$ cat src/rtl/fp_add_sequencer_if.sv
// fp_add_sequencer_if
// Groups the three handshake paths around fp_add_sequencer: the caller
// request channel (in_*), the operand/result path to fp_addpipe (pipe_*)
// and the result delivery channel (out_*).
//   slave  : the sequencer's view. It receives requests and pipe results.
//            It drives in_ready, the pipe operands and the out_* channel.
//   master : the surroundings' view (caller, fp_addpipe and consumer),
//            with every direction reversed.
// WIDTH and TAG_W must match the parameters of the sequencer bound to it.
interface fp_add_sequencer_if #(
  parameter int WIDTH = 24,
  parameter int TAG_W = 5
);
  logic             in_valid;
  logic             in_ready;
  logic [WIDTH-1:0] in_a;
  logic [WIDTH-1:0] in_b;
  logic [3:0]       in_op;
  logic [TAG_W-1:0] in_tag;

  logic [WIDTH-1:0] pipe_a;
  logic [WIDTH-1:0] pipe_b;
  logic [3:0]       pipe_op;
  logic [WIDTH-1:0] pipe_result;

  logic             out_valid;
  logic             out_ready;
  logic [WIDTH-1:0] out_result;
  logic [TAG_W-1:0] out_tag;
  logic             out_err;

  modport slave (
    input  in_valid, in_a, in_b, in_op, in_tag, pipe_result, out_ready,
    output in_ready, pipe_a, pipe_b, pipe_op, out_valid, out_result, out_tag, out_err
  );

  modport master (
    output in_valid, in_a, in_b, in_op, in_tag, pipe_result, out_ready,
    input  in_ready, pipe_a, pipe_b, pipe_op, out_valid, out_result, out_tag, out_err
  );
endinterface

$ cat src/rtl/fp_add_sequencer.sv
// fp_add_sequencer
// Issues tagged operations into a fixed-latency, non-resettable fp_addpipe.
// It tracks each operation alongside the pipe. It collects the results, in
// issue order, into a circular FIFO.
// A credit counter (in-flight ops plus FIFO entries) throttles issue, so the
// FIFO can never overflow.
// Ports:
//   clk : rising-edge clock
//   rst : asynchronous active-high reset
//   bus : fp_add_sequencer_if.slave, which carries
//         - the caller request channel (in_valid/in_ready/in_a/in_b/in_op/in_tag)
//         - the pipe path (pipe_a/pipe_b/pipe_op out, pipe_result in)
//         - the result channel (out_valid/out_ready/out_result/out_tag/out_err)
// Parameters: WIDTH, TAG_W, LATENCY (pipe latency), DEPTH (FIFO entries).
// DEPTH must be at least LATENCY+2.
module fp_add_sequencer #(
  parameter int WIDTH   = 24,
  parameter int TAG_W   = 5,
  parameter int LATENCY = 3,
  parameter int DEPTH   = 8
) (
  input  logic                clk,
  input  logic                rst,
  fp_add_sequencer_if.slave   bus
);

  localparam int PTR_W = (DEPTH > 1) ? $clog2(DEPTH) : 1;
  localparam int CNT_W = $clog2(DEPTH + 1);
  localparam logic [PTR_W-1:0] LAST_PTR = PTR_W'(DEPTH - 1);
  localparam logic [CNT_W-1:0] FULL_CNT = CNT_W'(DEPTH);

  typedef struct packed {
    logic             valid;
    logic             err;
    logic [TAG_W-1:0] tag;
  } track_t;

  // Stage i holds the op fired i edges ago. The last stage lines up with
  // pipe_result, one cycle before the FIFO write.
  track_t           track_q [LATENCY+1];
  track_t           tail;

  logic [CNT_W-1:0] occ_q, occ_d;
  logic [CNT_W-1:0] cnt_q, cnt_d;
  logic [PTR_W-1:0] wr_ptr_q, wr_ptr_d;
  logic [PTR_W-1:0] rd_ptr_q, rd_ptr_d;

  logic [WIDTH-1:0] mem_result [DEPTH];
  logic [TAG_W-1:0] mem_tag    [DEPTH];
  logic             mem_err    [DEPTH];

  logic fire, push, pop, op_illegal;

  function automatic logic [PTR_W-1:0] ptr_inc(input logic [PTR_W-1:0] p);
    // Explicit wrap so that non-power-of-two depths also behave as a ring.
    return (p == LAST_PTR) ? '0 : p + PTR_W'(1);
  endfunction

  always_comb begin
    case (bus.in_op)
      4'b0000, 4'b0100, 4'b0001, 4'b0010, 4'b1000, 4'b1001: op_illegal = 1'b0;
      default:                                              op_illegal = 1'b1;
    endcase
  end

  // Gating with rst keeps the caller blocked for the whole reset window.
  // This holds even though occ_q is already cleared.
  assign bus.in_ready = ~rst & (occ_q < FULL_CNT);
  assign fire         = bus.in_valid & bus.in_ready;

  // The pipe sees a NOP code and zero operands on idle cycles.
  assign bus.pipe_a  = fire ? bus.in_a  : '0;
  assign bus.pipe_b  = fire ? bus.in_b  : '0;
  assign bus.pipe_op = fire ? bus.in_op : 4'b1111;

  assign tail = track_q[LATENCY];
  assign push = tail.valid;
  assign pop  = bus.out_valid & bus.out_ready;

  assign bus.out_valid  = (cnt_q != '0);
  assign bus.out_result = mem_result[rd_ptr_q];
  assign bus.out_tag    = mem_tag[rd_ptr_q];
  assign bus.out_err    = mem_err[rd_ptr_q];

  always_comb begin
    occ_d    = occ_q;
    cnt_d    = cnt_q;
    wr_ptr_d = wr_ptr_q;
    rd_ptr_d = rd_ptr_q;
    if (fire && !pop)      occ_d = occ_q + CNT_W'(1);
    else if (!fire && pop) occ_d = occ_q - CNT_W'(1);
    if (push && !pop)      cnt_d = cnt_q + CNT_W'(1);
    else if (!push && pop) cnt_d = cnt_q - CNT_W'(1);
    if (push) wr_ptr_d = ptr_inc(wr_ptr_q);
    if (pop)  rd_ptr_d = ptr_inc(rd_ptr_q);
  end

  // Clearing the tracker drops anything still inside fp_addpipe. The pipe
  // itself is not reset, and its stale results are never pushed.
  always_ff @(posedge clk or posedge rst) begin
    if (rst) begin
      for (int i = 0; i <= LATENCY; i++) track_q[i] <= '0;
      occ_q    <= '0;
      cnt_q    <= '0;
      wr_ptr_q <= '0;
      rd_ptr_q <= '0;
    end else begin
      track_q[0] <= '{valid: fire, err: op_illegal, tag: bus.in_tag};
      for (int i = 1; i <= LATENCY; i++) track_q[i] <= track_q[i-1];
      occ_q    <= occ_d;
      cnt_q    <= cnt_d;
      wr_ptr_q <= wr_ptr_d;
      rd_ptr_q <= rd_ptr_d;
    end
  end

  // The storage has no reset. Entries are only visible once written, since
  // out_valid follows cnt_q.
  always_ff @(posedge clk) begin
    if (push) begin
      mem_result[wr_ptr_q] <= tail.err ? '0 : bus.pipe_result;
      mem_tag[wr_ptr_q]    <= tail.tag;
      mem_err[wr_ptr_q]    <= tail.err;
    end
  end

endmodule

$ cat src/flat_wrapper.sv
// flat-port wrapper written by rule: the top's interface ports become plain ports
module fp_add_sequencer_flat 
#(
  parameter int WIDTH   = 24,
  parameter int TAG_W   = 5,
  parameter int LATENCY = 3,
  parameter int DEPTH   = 8
)
  (clk, rst, bus_in_valid, bus_in_a, bus_in_b, bus_in_op, bus_in_tag, bus_pipe_result, bus_out_ready, bus_in_ready, bus_pipe_a, bus_pipe_b, bus_pipe_op, bus_out_valid, bus_out_result, bus_out_tag, bus_out_err);
  fp_add_sequencer_if #(.WIDTH(WIDTH), .TAG_W(TAG_W)) bus_i ();
  input  logic clk;
  input  logic rst;
  input wire logic [$bits(bus_i.in_valid)-1:0] bus_in_valid;
  input wire logic [$bits(bus_i.in_a)-1:0] bus_in_a;
  input wire logic [$bits(bus_i.in_b)-1:0] bus_in_b;
  input wire logic [$bits(bus_i.in_op)-1:0] bus_in_op;
  input wire logic [$bits(bus_i.in_tag)-1:0] bus_in_tag;
  input wire logic [$bits(bus_i.pipe_result)-1:0] bus_pipe_result;
  input wire logic [$bits(bus_i.out_ready)-1:0] bus_out_ready;
  output wire logic [$bits(bus_i.in_ready)-1:0] bus_in_ready;
  output wire logic [$bits(bus_i.pipe_a)-1:0] bus_pipe_a;
  output wire logic [$bits(bus_i.pipe_b)-1:0] bus_pipe_b;
  output wire logic [$bits(bus_i.pipe_op)-1:0] bus_pipe_op;
  output wire logic [$bits(bus_i.out_valid)-1:0] bus_out_valid;
  output wire logic [$bits(bus_i.out_result)-1:0] bus_out_result;
  output wire logic [$bits(bus_i.out_tag)-1:0] bus_out_tag;
  output wire logic [$bits(bus_i.out_err)-1:0] bus_out_err;
  assign bus_i.in_valid = bus_in_valid;
  assign bus_i.in_a = bus_in_a;
  assign bus_i.in_b = bus_in_b;
  assign bus_i.in_op = bus_in_op;
  assign bus_i.in_tag = bus_in_tag;
  assign bus_i.pipe_result = bus_pipe_result;
  assign bus_i.out_ready = bus_out_ready;
  assign bus_in_ready = bus_i.in_ready;
  assign bus_pipe_a = bus_i.pipe_a;
  assign bus_pipe_b = bus_i.pipe_b;
  assign bus_pipe_op = bus_i.pipe_op;
  assign bus_out_valid = bus_i.out_valid;
  assign bus_out_result = bus_i.out_result;
  assign bus_out_tag = bus_i.out_tag;
  assign bus_out_err = bus_i.out_err;
  fp_add_sequencer #(.WIDTH(WIDTH), .TAG_W(TAG_W), .LATENCY(LATENCY), .DEPTH(DEPTH)) u_core (.clk(clk), .rst(rst), .bus(bus_i));
endmodule
$ cat config.mk
export PLATFORM = sky130hd
export DESIGN_NAME = fp_add_sequencer_flat
export DESIGN_NICKNAME = d
export VERILOG_FILES = /design/src/rtl/fp_add_sequencer_if.sv /design/src/rtl/fp_add_sequencer.sv /design/src/flat_wrapper.sv
export SDC_FILE = /design/constraint.sdc
export NUM_CORES = 1
export LEC_CHECK = 0
export CELL_PAD_IN_SITES_DETAIL_PLACEMENT = 2
export CELL_PAD_IN_SITES_GLOBAL_PLACEMENT = 2
export CORE_UTILIZATION = 37
export DETAILED_ROUTE_END_ITERATION = 6
export GPL_ROUTABILITY_DRIVEN = 1
export PLACE_DENSITY = 0.74
export SLEW_MARGIN = 30
export SYNTH_ARGS = -nofsm -noshare
export SYNTH_HDL_FRONTEND = slang
export SYNTH_SLANG_ARGS = --single-unit
$ cat constraint.sdc
create_clock -name clk -period 3 [get_ports clk]
set_clock_uncertainty 0.1 [all_clocks]
set_input_delay 0.6 -clock clk [delete_from_list [all_inputs] [get_ports clk]]
set_output_delay 0.6 -clock clk [all_outputs]
set_load 0.01 [all_outputs]
Yosys cells after proc, flatten, opt, wreduce, memory -nomap -nowiden
Memory sizes are Yosys's and may differ from the RTL's.
Cells that the tools add are included.
W data, S select, Z words.
{ "classes": {"addsub": 6, "order_cmp": 1, "n_eq_ne": 7, "n_mux": 13, "n_bitwise": 4, "reduce_logical": 12} }
{ "op_table": {"columns": ["op", "count"], "rows": [
  ["$mux W24", 3],
  ["$mux W4", 5],
  ["$add A4 B1 Y4 const B", 2],
  ["$eq A4 B4 Y1 const B", 2],
  ["$sub A4 B1 Y4 const B", 2],
  ["$add A3 B1 Y3 const B", 2],
  ["$eq A3 B3 Y1 const B", 2],
  ["$mux W3", 2],
  ["$reduce_or A6 Y1", 1],
  ["$eq A4 B1 Y1 const B", 1],
  ["$eq A4 B2 Y1 const B", 1],
  ["$eq A4 B3 Y1 const B", 1],
  ["$logic_and A1 B1 Y1", 4],
  ["$logic_not A4 Y1", 1],
  ["$lt A4 B4 Y1 const B", 1],
  ["$reduce_bool A2 Y1", 2],
  ["$reduce_bool A4 Y1", 1],
  ["$and A1 B1 Y1", 3],
  ["$logic_not A1 Y1", 3],
  ["$mux W1", 3],
  ["$not A1 Y1", 1]
]} }
{ "word_totals": {"regBits": 42, "mem_bits_rw": 240, "input_bits": 85, "output_inout_bits": 84, "elab_cells": 62, "mem_count": 3} }
{ "memory_table": {"columns": ["name", "depth", "width", "read_ports", "rd_ports_with_merged_regs", "write_ports", "line_no", "rtl"], "rows": [
  ["u_core.mem_result", 8, 24, 1, 0, 1, "fp_add_sequencer.sv:48", "logic [WIDTH-1:0] mem_result [DEPTH];"],
  ["u_core.mem_tag", 8, 5, 1, 0, 1, "fp_add_sequencer.sv:49", "logic [TAG_W-1:0] mem_tag [DEPTH];"],
  ["u_core.mem_err", 8, 1, 1, 0, 1, "fp_add_sequencer.sv:50", "logic mem_err [DEPTH];"]
]} }

Longest topological paths before layout
{ "logic_depth": {"depth_word": 7, "mapped_depth": 8, "ltp_nobuf": 8} }

Least setup slack after synthesis
Ideal clock, no wire load.
{ "synth_timing": {"path_type": "register to register", "start": "register u_core.wr_ptr_q[1]", "end": "memory u_core.mem_err[0], enable pin", "setup_time_ps": 455, "arrival_time_ps": 2647, "required_time_ps": 2445, "setup_slack_ps": -202, "stages_incl_launch_ff": 3, "n_path_buf": 0, "period_less_slack_ps": 3202, "path_cell_list": "dfrtp_1 > nand2b_1 > nor3_1"} }
{ "synth_rtl": {"columns": ["item", "line_no", "rtl"], "rows": [
  ["start, declared", "fp_add_sequencer.sv:45", "logic [PTR_W-1:0] wr_ptr_q, wr_ptr_d;"],
  ["start signal, assigned", "fp_add_sequencer.sv:112", "wr_ptr_q <= wr_ptr_d;"],
  ["end, declared", "fp_add_sequencer.sv:50", null]
]} }
Straight into the memory's write port.

Worst setup path after layout
{ "layout_timing": {"start": "register u_core.rd_ptr_q[0]", "end": "output bus_out_result[3]"} }
{ "layout_via": {"elab_chain_len": 1} }
{ "layout_rtl": {"columns": ["item", "line_no", "rtl"], "rows": [
  ["start, declared", "fp_add_sequencer.sv:46", "logic [PTR_W-1:0] rd_ptr_q, rd_ptr_d;"],
  ["start signal, assigned", "fp_add_sequencer.sv:113", "rd_ptr_q <= rd_ptr_d;"],
  ["$mem_v2 Z8 W24", null, null],
  ["end, declared", "flat_wrapper.sv:25", "output wire logic [$bits(bus_i.out_result)-1:0] bus_out_result;"]
]} }
Every way passes these cells.

==> impl_metrics.json <==
{
  "path_class": "reg2out",
  "die_area_um2": 31600,
  "synth_top_area_share_pct": 63.0,
  "hold_depth": 0,
  "total_power_mw": 13.2,
  "io_buffer_count": 168,
  "powerDensity_nw_per_um2": 885,
  "grt_first_pass_wirelength_um": 46500,
  "slew_viol_final": 0,
  "r2r-end": "u_core.cnt_q[3]",
  "rsz0062_at_grt": "true",
  "syn_area_um2": 11400,
  "fin_crit_ps": 3040,
  "ys_seq_elements": 282,
  "cts.sinks": 282,
  "grt_max_degree": 50,
  "numCtsBuffers": 30,
  "p_leak_nw": 5.34,
  "antenna_found_initial": 0,
  "fin_ws_ps": -35.9,
  "synth_edf_count": 240,
  "hold_class": "reg2reg",
  "crit_start": "u_core.rd_ptr_q[0]",
  "antenna_cells": 0,
  "io_pins": 169,
  "ys_seq_area_share_pct": 72.2,
  "rrSetupSlack_ps": 340,
  "finalSetupViolations": 11,
  "cts.path.max_buffers": 3,
  "cts_tree": "yes",
  "grtUsageTotal_pct": 20.3,
  "synth_area_per_cell_um2": 20.4,
  "fp.coreArea_um2": 30000,
  "cap_violations": 0,
  "area_delta_synth_final_pct": 30.8,
  "async_flop_share_pct": 14.9,
  "tightest_slew_ps": 827,
  "endpoint": "bus_out_result[3]",
  "arrival_ps": 2340,
  "relSlewSlack_pct": 44.9,
  "die_y_um": 178,
  "place_congestion": 0.805,
  "start_util_pct": 38.1,
  "postPlaceCellArea_um2": 13900,
  "outcome": "finished with violations",
  "timing.rr.start": "u_core.cnt_q[1]",
  "pre_cts_ws_ps": 0.0571,
  "cp_data_required_time_ps": 2300,
  "die_x_um": 178,
  "fmax_mhz": 329,
  "netlist_instances": 560,
  "endpoint_kind": "output port",
  "routed_wl_um": 31000,
  "drive_gt1_share_pct": 29.2,
  "ant_nets": 0,
  "violations": "setup timing",
  "nets": 872,
  "worst_setup_path_start_kind": "flip-flop",
  "num_rows": 63,
  "dp_hpwl_um": 19400,
  "grt_pass1_vias": 7170,
  "yosysWarnings": 0,
  "hold_viol": 0,
  "fin_crit_sh_pct": 101,
  "routedWlPerCell_um": 26.1,
  "reg2regPathDepth": 7,
  "drc": 0,
  "ys_types": 30,
  "dr.pass1.iters": 4,
  "path_max_fanout": 7,
  "fin_util_pct": 49.8,
  "synthesis.nets": 657,
  "design_area_um2": 15000,
  "hold_buffers": 0,
  "drt_iter0_markers": 391,
  "synth_area_leaders": "edfxtp_1 63%, mux4_1 14%, dfrtp_1 9.2%, mux2_2 3.5%, and3_1 2.6%",
  "vias_per_cell": 5.26,
  "ir_drop_mv": 0.426,
  "htreeDepth": 1,
  "synth_area_leader_cell": "edfxtp_1",
  "holdWs_ps": 246,
  "synth-main-ff-cell": "edfxtp_1",
  "cts_root_buffer": "clkbuf_16",
  "num_vias": 6250,
  "clk_latency_ps": 540,
  "clk_pin_slew_worst_paths_ps": 60,
  "grt_overflow": 0
}
worst max-delay path, stage by stage, from the launching register on:
cell,delay (ps)
dfrtp_4,430
buf_12,160
buf_12,140
buf_12,130
mux4_2,490
mux2_4,300
buf_6,120
flip-flops by register name, indices dropped and copies added, names as in the netlist:
name and cells:
u_core.mem_result 192, u_core.cnt_q 4, u_core.rd_ptr_q 3, u_core.push 1, u_core.occ_q 4, u_core.track_q 21, u_core.wr_ptr_q 3, u_core.tail 6
u_core.mem_tag 40, u_core.mem_err 8
Yosys cell counts (3+ instances only):
cell and n:
nor2_1 8, ha_1 10, clkbuf_1 24, nand3_1 4, nor3_1 5, and3_1 48
edfxtp_1 240, nand2b_1 8, inv_1 3, or4_1 3, mux2_2 36, o211ai_1 4
xnor2_1 4, o21ai_0 4, buf_6 7, nor2b_1 24, mux4_1 59, nand2_1 8
dfrtp_1 42, a21oi_1 4
cells in the final DEF, fill, tap and decap left out, types with 3 or more instances in the layout:
cell and count:
a21oi_1 4, and3_1 48, buf_12 15, buf_2 5, buf_4 27, buf_6 27
clkbuf_1 7, clkbuf_16 30, clkbuf_8 5, clkdlybuf4s50_1 138, clkinv_2 10, dfrtp_1 40
edfxtp_1 240, ha_1 10, mux2_2 10, mux2_4 26, mux4_2 60, nand2_1 8
nand2b_1 8, nand3_1 4, nor2_4 6, nor2b_1 24, nor3_1 3, o211ai_1 4
o21ai_0 4, or4_1 3, xnor2_1 4
metal layers:
metal  vias up  track usage, %  wire (µm)
met3        35            3.38       1670
met2       247            37.9      16800
li1       2685               -          -
met1      3283            24.1      12100
met4         0            4.84        450
met5         -               0          0
worst min-delay path by stage:
stage,startpoint,endpoint
finish,u_core.track_q[24],u_core.track_q[17]
global route,u_core.track_q[12],u_core.tail[5]
CTS,u_core.track_q[24],u_core.track_q[17]
detailed placement,u_core.track_q[24],u_core.track_q[17]
global placement,u_core.track_q[24],u_core.track_q[17]
floorplan,u_core.track_q[13],u_core.push
metrics by stage:
step / std cells / setup TNS (ps)
final: 1189 / -237
after global routing: 1189 / -1250
after CTS: 1190 / -1090
after detailed placement: 1120 / 0
after global placement: 1120 / 0
after floorplan: 560 / 0
cell families after synthesis:
group / synth area share [%]
simple gates: 5.79
flops: 72.2
xor+xnor: 0.306
fa+ha+maj: 1.44
mux: 17.5
buf+inv: 1.58
compound gates: 1.18
power by group:
group          internal [mW]  switching (mW)  total [mW]  leakage (nW)
registers               4.62           0.295        4.92          2.70
logic                   2.65            2.04        4.68          2.16
clock network           2.13            1.49        3.62         0.490
area by class of cell:
cell class / instances / area (µm²)
clock buffer: 42 / 846
clock inverter: 14 / 130
fill: 2662 / 15100
inverter: 3 / 11.3
multi-input combinational: 244 / 2940
sequential: 282 / 8270
tap: 390 / 488
timing repair buffer: 214 / 2270
repair_timing:
item | CTS | global route
pin swaps | 0 | 1
endpoints found under the setup margin | 30 | 30
cloned | 4 | 0
gates resized for setup | 235 | 13
setup buffers | 10 | 3
Power figures use the tool's default switching activity.
==> edit 1: new RTL, same settings <==
`DEPTH` is set to 8 in 2 places; all go to 16.
--- a/src/rtl/fp_add_sequencer.sv
+++ b/src/rtl/fp_add_sequencer.sv
@@ -18,5 +18,5 @@
   parameter int TAG_W   = 5,
   parameter int LATENCY = 3,
-  parameter int DEPTH   = 8
+  parameter int DEPTH   = 16
 ) (
   input  logic                clk,
--- a/src/flat_wrapper.sv
+++ b/src/flat_wrapper.sv
@@ -5,5 +5,5 @@
   parameter int TAG_W   = 5,
   parameter int LATENCY = 3,
-  parameter int DEPTH   = 8
+  parameter int DEPTH   = 16
 )
   (clk, rst, bus_in_valid, bus_in_a, bus_in_b, bus_in_op, bus_in_tag, bus_pipe_result, bus_out_ready, bus_in_ready, bus_pipe_a, bus_pipe_b, bus_pipe_op, bus_out_valid, bus_out_result, bus_out_tag, bus_out_err);
Formal check against the unedited RTL: no difference found for any inputs over 4 cycles, from zero or initial values and one cycle with rst high; that may be too few to reach the edited logic, so the function may still have changed.
==> edit 1 against the unedited design <==
- the run still ends with setup timing left
- count of clock-buffer cells in the layout increased by 35
- routed wire length rose by 120%
- non-clock buffer count grew 92
- cell area up 81%
- setup slack got worse by 0.29 ns
- synthesized area up 82%
- sequential cell count rose by 244
- total power up 89%
- worst hold slack gained 0.0020 ns
- core utilization shrank 1.0 points
==> edit 1: results (changes against the unedited design) <==
.. list-table::
   :header-rows: 1

   * - Metric
     - Value
   * - Run status
     - finished, violations left
   * - Violated checks
     - setup timing
   * - Share of post-route cells with drive strength above 1
     - 0.267 (-0.0244)
   * - Multi-input comb cells
     - 526 (+120%)
   * - Fraction of the yosys area taken by sequential cells
     - 0.747 (+0.0247)
   * - Worst setup slack for register-to-register paths
     - 0.25 ns (-0.09 ns)
   * - Post-synth net total
     - 1232 (+88%)
   * - CP Max Fanout
     - 8 (+1)
   * - Reg-to-reg endpoint
     - u_core.cnt_q[4]
   * - Compound-cell area share of the yosys netlist
     - 0.0510 (+0.0392)
   * - Post-DP HPWL
     - 35800 um (+85%)
   * - Standby leakage power
     - 9.48 nW (+77%)
   * - Cell variety after synth
     - 40 (+33%)
   * - Source-to-sink clock delay at the later pin of the worst-skew pair
     - 0.63 ns (+0.09 ns)
   * - Number of register bits inferred by synthesis
     - 526 (+87%)
   * - Wire length of the first global-routing pass
     - 96500 um (+110%)
   * - Slew at the pin closest to its max-slew limit
     - 0.917 ns (+0.0900 ns)
   * - Share of cell area taken by multi-input logic gates
     - 0.196 (-0.000927)
   * - Number of endpoints failing setup at the final stage
     - 30 (+19)
   * - Xor-xnor portion of the synthesized cell area
     - 0.00336 (+0.000298)
   * - Final-layout non-clock buffer area share
     - 0.126 (-0.0253)
   * - Clock distribution area overhead in the final layout
     - 0.0659 (+0.000630)
   * - Post-Route WL
     - 66900 um (+120%)
   * - Clock buffer count from CTS
     - 55 (+83%)
   * - Total Nets Final
     - 1524 (+75%)
   * - Adder and majority cell fraction of the synthesized area
     - 0.0103 (-0.00412)
   * - Overall global routing resource usage
     - 0.237 (+0.0339)
   * - Largest registers
     - u_core.mem_result (384), u_core.mem_tag (80), u_core.track_q (21)
   * - Final Worst Setup Slack
     - -0.327 ns (-0.291 ns)
   * - Gpl congestion
     - 0.722 (-10%)
   * - Length in cells of the worst reg-to-reg path
     - 9 (+2)
   * - Drt first-iter violations
     - 792 (+100%)
   * - Top cell types by occurrence after synthesis
     - 480 x edfxtp_1, 121 x mux2i_1, 60 x mux4_2
   * - Repair and plain buffers
     - 306 (+43%)
   * - Vias
     - 12300 (+96%)
   * - Number of enable flip-flop cells after synthesis
     - 480 (+100%)
   * - Number of buffers inserted by port buffering
     - 168 (unchanged)
   * - Origin of the worst min-delay path
     - u_core.track_q[7]
   * - Worst endpoint data arrival time
     - 2.63 ns (+0.29 ns)
   * - Share of the final layout cell area in sequential cells
     - 0.576 (+0.0232)
   * - Post-placement setup slack
     - -0.232 ns (-0.232 ns)
   * - Async S/R FF share, synth
     - 0.0875 (-0.0615)
   * - Number of global-route vias before repair
     - 13800 (+92%)
[edit 1: changes by cell type in the layout (fill, tap and decap cells not counted), sizes merged, moves of 5 or more]
| cell | change |
|---|---|
| edfxtp | +240 |
| mux2i | +119 |
| buf | +87 |
| nand2 | +43 |
| o21ai | +39 |
| clkbuf | +36 |
| mux2 | -34 |
| a221oi | +30 |
| a22oi | +30 |
| o211ai | +26 |
| nor2 | +7 |
| inv | +6 |
| clkinv | +5 |
[edit 1: worst max-delay path by stage]
stage | start | end | slack [ns] | depth (start not counted)
final | u_core.rd_ptr_q[0] | bus_out_result[11] | -0.33 | 7
after global routing | u_core.rd_ptr_q[0] | bus_out_result[19] | -0.38 | 9
after CTS | u_core.rd_ptr_q[0] | bus_out_result[16] | -0.33 | 8
after floorplan | rst | u_core.occ_q[4] | 0.33 | 8
after global placement | bus_out_ready | u_core.occ_q[4] | -0.11 | 8
after detailed placement | bus_out_ready | u_core.cnt_q[4] | -0.23 | 9
[edit 1: cells by family after synthesis]
group,count (synthesis)
adder cells (fa/ha/maj),16
flip-flops,526
buffers and inverters,80
AO/OA/AOI/OAI,151
AND/OR/NAND/NOR,167
XOR/XNOR,8
multiplexers,183
[edit 1: report_power, final]
part,switching [mW],internal [mW]
Clock,2.95,3.97
Sequential,0.335,8.39
Combinational,4.86,4.54
[edit 1: layer usage]
| metal | GRT usage | routed length (um) | share of wire | vias to the layer above |
|---|---|---|---|---|
| li1 | - | - | - | 5145 |
| met1 | 0.289 | 26500 | 0.40 | 6582 |
| met2 | 0.427 | 35500 | 0.53 | 408 |
| met3 | 0.0317 | 2810 | 0.042 | 115 |
| met4 | 0.0845 | 2090 | 0.031 | 0 |
| met5 | 0 | 0 | 0 | - |
[edit 1: timing repair]
action,in CTS,in global routing
hold endpoints to repair,0,0
setup endpoints to repair,78,80
buffers inserted,55,4
hold buffers,0,0
pin swaps,58,31
gates cloned,8,1
resized for setup,207,33
[edit 1: stage by stage]
stage               cells  instance area, sq um  TNS (ns)  hold slack [ns]  power, mW
detailed placement   2048                 24100     -2.21            0.236       16.5
finish               2215                 27000     -6.99            0.248       25.0
global placement     2046                 24000    -0.170            0.233       16.1
floorplan            1131                 20900         0            0.231       13.2
CTS                  2212                 26800     -7.37            0.248       24.8
global route         2215                 27000     -8.93            0.246       25.9
[edit 1: critical path: stages (launching register included)]
cell and delay (ns):
dfrtp_4 0.46, buf_8 0.21, buf_12 0.14, buf_12 0.10
mux4_2 0.54, o211ai_1 0.24, nand2_1 0.14, buf_6 0.14
==> edit 2: new RTL, same settings <==
Without the edit above. Register the output `bus.out_err`; this adds one clock of latency there.
--- a/src/rtl/fp_add_sequencer.sv
+++ b/src/rtl/fp_add_sequencer.sv
@@ -81,5 +81,7 @@
   assign bus.out_result = mem_result[rd_ptr_q];
   assign bus.out_tag    = mem_tag[rd_ptr_q];
-  assign bus.out_err    = mem_err[rd_ptr_q];
+  always_ff @(posedge clk) begin
+    bus.out_err <= mem_err[rd_ptr_q];
+  end
 
   always_comb begin
Function: changed (Yosys sat finds a counterexample within 10 cycles, from zero or initial values and one cycle with rst high).
==> edit 2 against the unedited design <==
- combinational power barely moved
- global-route usage decreased by 0.090 points
- total power increased by 1.1%
- core utilization decreased by 0.38 points
- via count rose by 0.32%
- non-clock buffer count rose by 3
- setup slack lost 0.040 ns
- the flow still finishes with violations (setup timing)
- synthesized area rose by 0.18%
- sequential cell count increased by 1
- largest power group unchanged
- cell count increased by 0.67%
- critical endpoint is now bus_out_tag[2]
- routed wire length barely moved
- highest routed layer unchanged
- largest cell class unchanged
- cell area increased by 0.82%
==> edit 2: results (changes against the unedited design) <==
.. list-table::
   :header-rows: 1

   * - Metric
     - Value
   * - Post-synth net total
     - 658 (+0.15%)
   * - Cell variety after synth
     - 31 (+3.3%)
   * - Placed Area
     - 13900 sq um (-0.20%)
   * - Final Worst Setup Slack
     - -0.0756 ns (-0.0397 ns)
   * - Number of buffers inserted by port buffering
     - 168 (unchanged)
   * - Worst setup slack for register-to-register paths
     - 0.31 ns (-0.03 ns)
   * - Number of global-route vias before repair
     - 7272 (+1.4%)
   * - Source-to-sink clock delay at the later pin of the worst-skew pair
     - 0.55 ns
   * - Number of inserted diodes
     - 0 (unchanged)
   * - Fillcell total
     - 2711 (+1.8%)
   * - Drt first-iter violations
     - 386 (-1.3%)
   * - Origin of the worst min-delay path
     - u_core.track_q[25]
   * - Async S/R FF share, synth
     - 0.148 (-0.000526)
   * - Worst hold path endpoint
     - u_core.track_q[18]
   * - First-pass DRT Iterations
     - 4 (unchanged)
   * - Length in cells of the worst reg-to-reg path
     - 7 (unchanged)
   * - Vias
     - 6270 (+0.32%)
   * - Overall global routing resource usage
     - 0.202 (-0.000899)
   * - Top cell types by occurrence after synthesis
     - 240 x edfxtp_1, 59 x mux4_1, 48 x and3_1
   * - Clock buffer count from CTS
     - 29 (-3.3%)
   * - CP Max Fanout
     - 5 (-2)
   * - Dominant delay contributor by cell family on the critical path
     - multiplexers
   * - Post-Synthesis Cells
     - 561 (+0.18%)
   * - Number of H-tree levels
     - 1 (unchanged)
   * - Yosys synthesis warning count
     - 0 (unchanged)
   * - Worst path max stage delay
     - 0.49 ns (about the same)
   * - Number of endpoints failing setup at the final stage
     - 14 (+3)
   * - Maximum number of pins on one net before global-route repair
     - 50 (unchanged)
   * - Gpl congestion
     - 0.829 (+3.0%)
   * - Worst endpoint data arrival time
     - 2.38 ns (+0.04 ns)
   * - Total Nets Final
     - 875 (+0.34%)
   * - Wire length of the first global-routing pass
     - 46400 um (-0.16%)
   * - Hold Path Cell Cnt
     - 0 (unchanged)
   * - Peak supply drop
     - 0.397 mV (-6.9%)
   * - Clock edge transition at the registers on the reported setup and hold paths
     - 0.06 ns (about the same)
   * - Headroom to the max-slew limit
     - 0.596 (+0.147)
   * - Routed WL per cell
     - 25.9 um (-0.58%)
   * - Number of cells in the design after placement
     - 1120 (unchanged)
   * - Standby leakage power
     - 5.40 nW (+0.95%)
   * - Maximum buffer depth of the clock tree
     - 3 (unchanged)
   * - Violated checks
     - setup timing
   * - Reg-to-reg startpoint
     - u_core.cnt_q[1]
   * - Vias per Instance
     - 5.24 (-0.35%)
   * - Reg-to-reg endpoint
     - u_core.cnt_q[3]
   * - Fin. max-slew vios
     - 0 (unchanged)
   * - Root Buffer Master
     - clkbuf_16
   * - Share of post-route cells with drive strength above 1
     - 0.281 (-0.0107)
   * - Hold slack final
     - 0.250 ns (+0.00385 ns)
   * - Post-DP HPWL
     - 19100 um (-1.3%)
   * - Fraction of the yosys area taken by sequential cells
     - 0.723 (about the same)
   * - Dominant cells by area after synthesis
     - edfxtp_1 63%, mux4_1 14%, dfrtp_1 9.2%
   * - Run status
     - finished, violations left
## edit 2: cell types whose count changed after synthesis, sizes merged
cell and change:
dfxtp +1
## edit 2: repair_timing
item / 4_1_cts / 5_1_grt
pin swaps: 0 / 1
resized for setup: 185 / 13
buffers inserted: 15 / 4
gates cloned: 7 / 0
setup endpoints to repair: 29 / 29
## edit 2: how the worst max path moves through the flow
stage / slack [ns] / to / start / cells after the start
2_1_floorplan: 0.40 / u_core.cnt_q[3] / u_core.cnt_q[0] / 7
3_3_place_gp: 0.1 / bus_pipe_a[22] / rst / 5
3_5_place_dp: 0.03 / u_core.occ_q[3] / rst / 9
4_1_cts: -0.08 / bus_out_tag[0] / u_core.rd_ptr_q[0] / 7
5_1_grt: -0.13 / bus_out_tag[0] / u_core.rd_ptr_q[0] / 7
6_report: -0.08 / bus_out_tag[2] / u_core.rd_ptr_q[0] / 7
## edit 2: stage by stage
step | worst slack (ns) | setup TNS (ns)
CTS | -0.0759 | -0.687
finish | -0.0756 | -0.634
global route | -0.133 | -1.73
global placement | 0.0961 | 0
floorplan | 0.398 | 0
detailed placement | 0.0282 | 0
## edit 2: worst reg2reg max path, delay by kind of cell, from the launching register on
family          cells  cell delay, ns
compound gates      3            0.67
fa+ha+maj           2            0.65
simple gates        1            0.54
flops               1            0.47
buf+inv             1            0.14
## edit 2: layout make-up
| cell class | instances | area (sq um) | share of cell area |
|---|---|---|---|
| Clock buffer | 38 | 841 | 0.0558 |
| Clock inverter | 16 | 174 | 0.0115 |
| Inverter | 3 | 11.3 | 0.000747 |
| Multi-Input combinational cell | 244 | 2940 | 0.195 |
| Sequential cell | 283 | 8280 | 0.549 |
| Tap cell | 396 | 495 | 0.0329 |
| Timing Repair Buffer | 217 | 2330 | 0.155 |
## edit 2: kinds of logic (layout without fill, tap and decap cells)
group | Yosys count | after routing | synth area share
AOI/OAI and AO/OA | 17 | 17 | 0.0118
xor gates and xnor gates | 4 | 4 | 0.00306
adders and majority gates | 12 | 12 | 0.0144
buffers and inverters | 34 | 274 | 0.0157
DFF | 283 | 283 | 0.723
muxes | 98 | 98 | 0.174
and+or+nand+nor | 113 | 113 | 0.0578
## edit 2: where the power goes
group / internal (mW) / total, mW / switching (mW)
logic: 2.63 / 4.68 / 2.05
registers: 4.64 / 4.90 / 0.263
clock network: 2.24 / 3.80 / 1.56
total: 9.51 / 13.4 / 3.87
## edit 2: per-layer routing
layer / routed length, um / up-vias / GRT usage
li1: - / 2707 / -
met1: 12100 / 3287 / 0.239
met2: 16800 / 233 / 0.378
met3: 1610 / 43 / 0.0360
met4: 595 / 0 / 0.0463
met5: 0 / - / 0
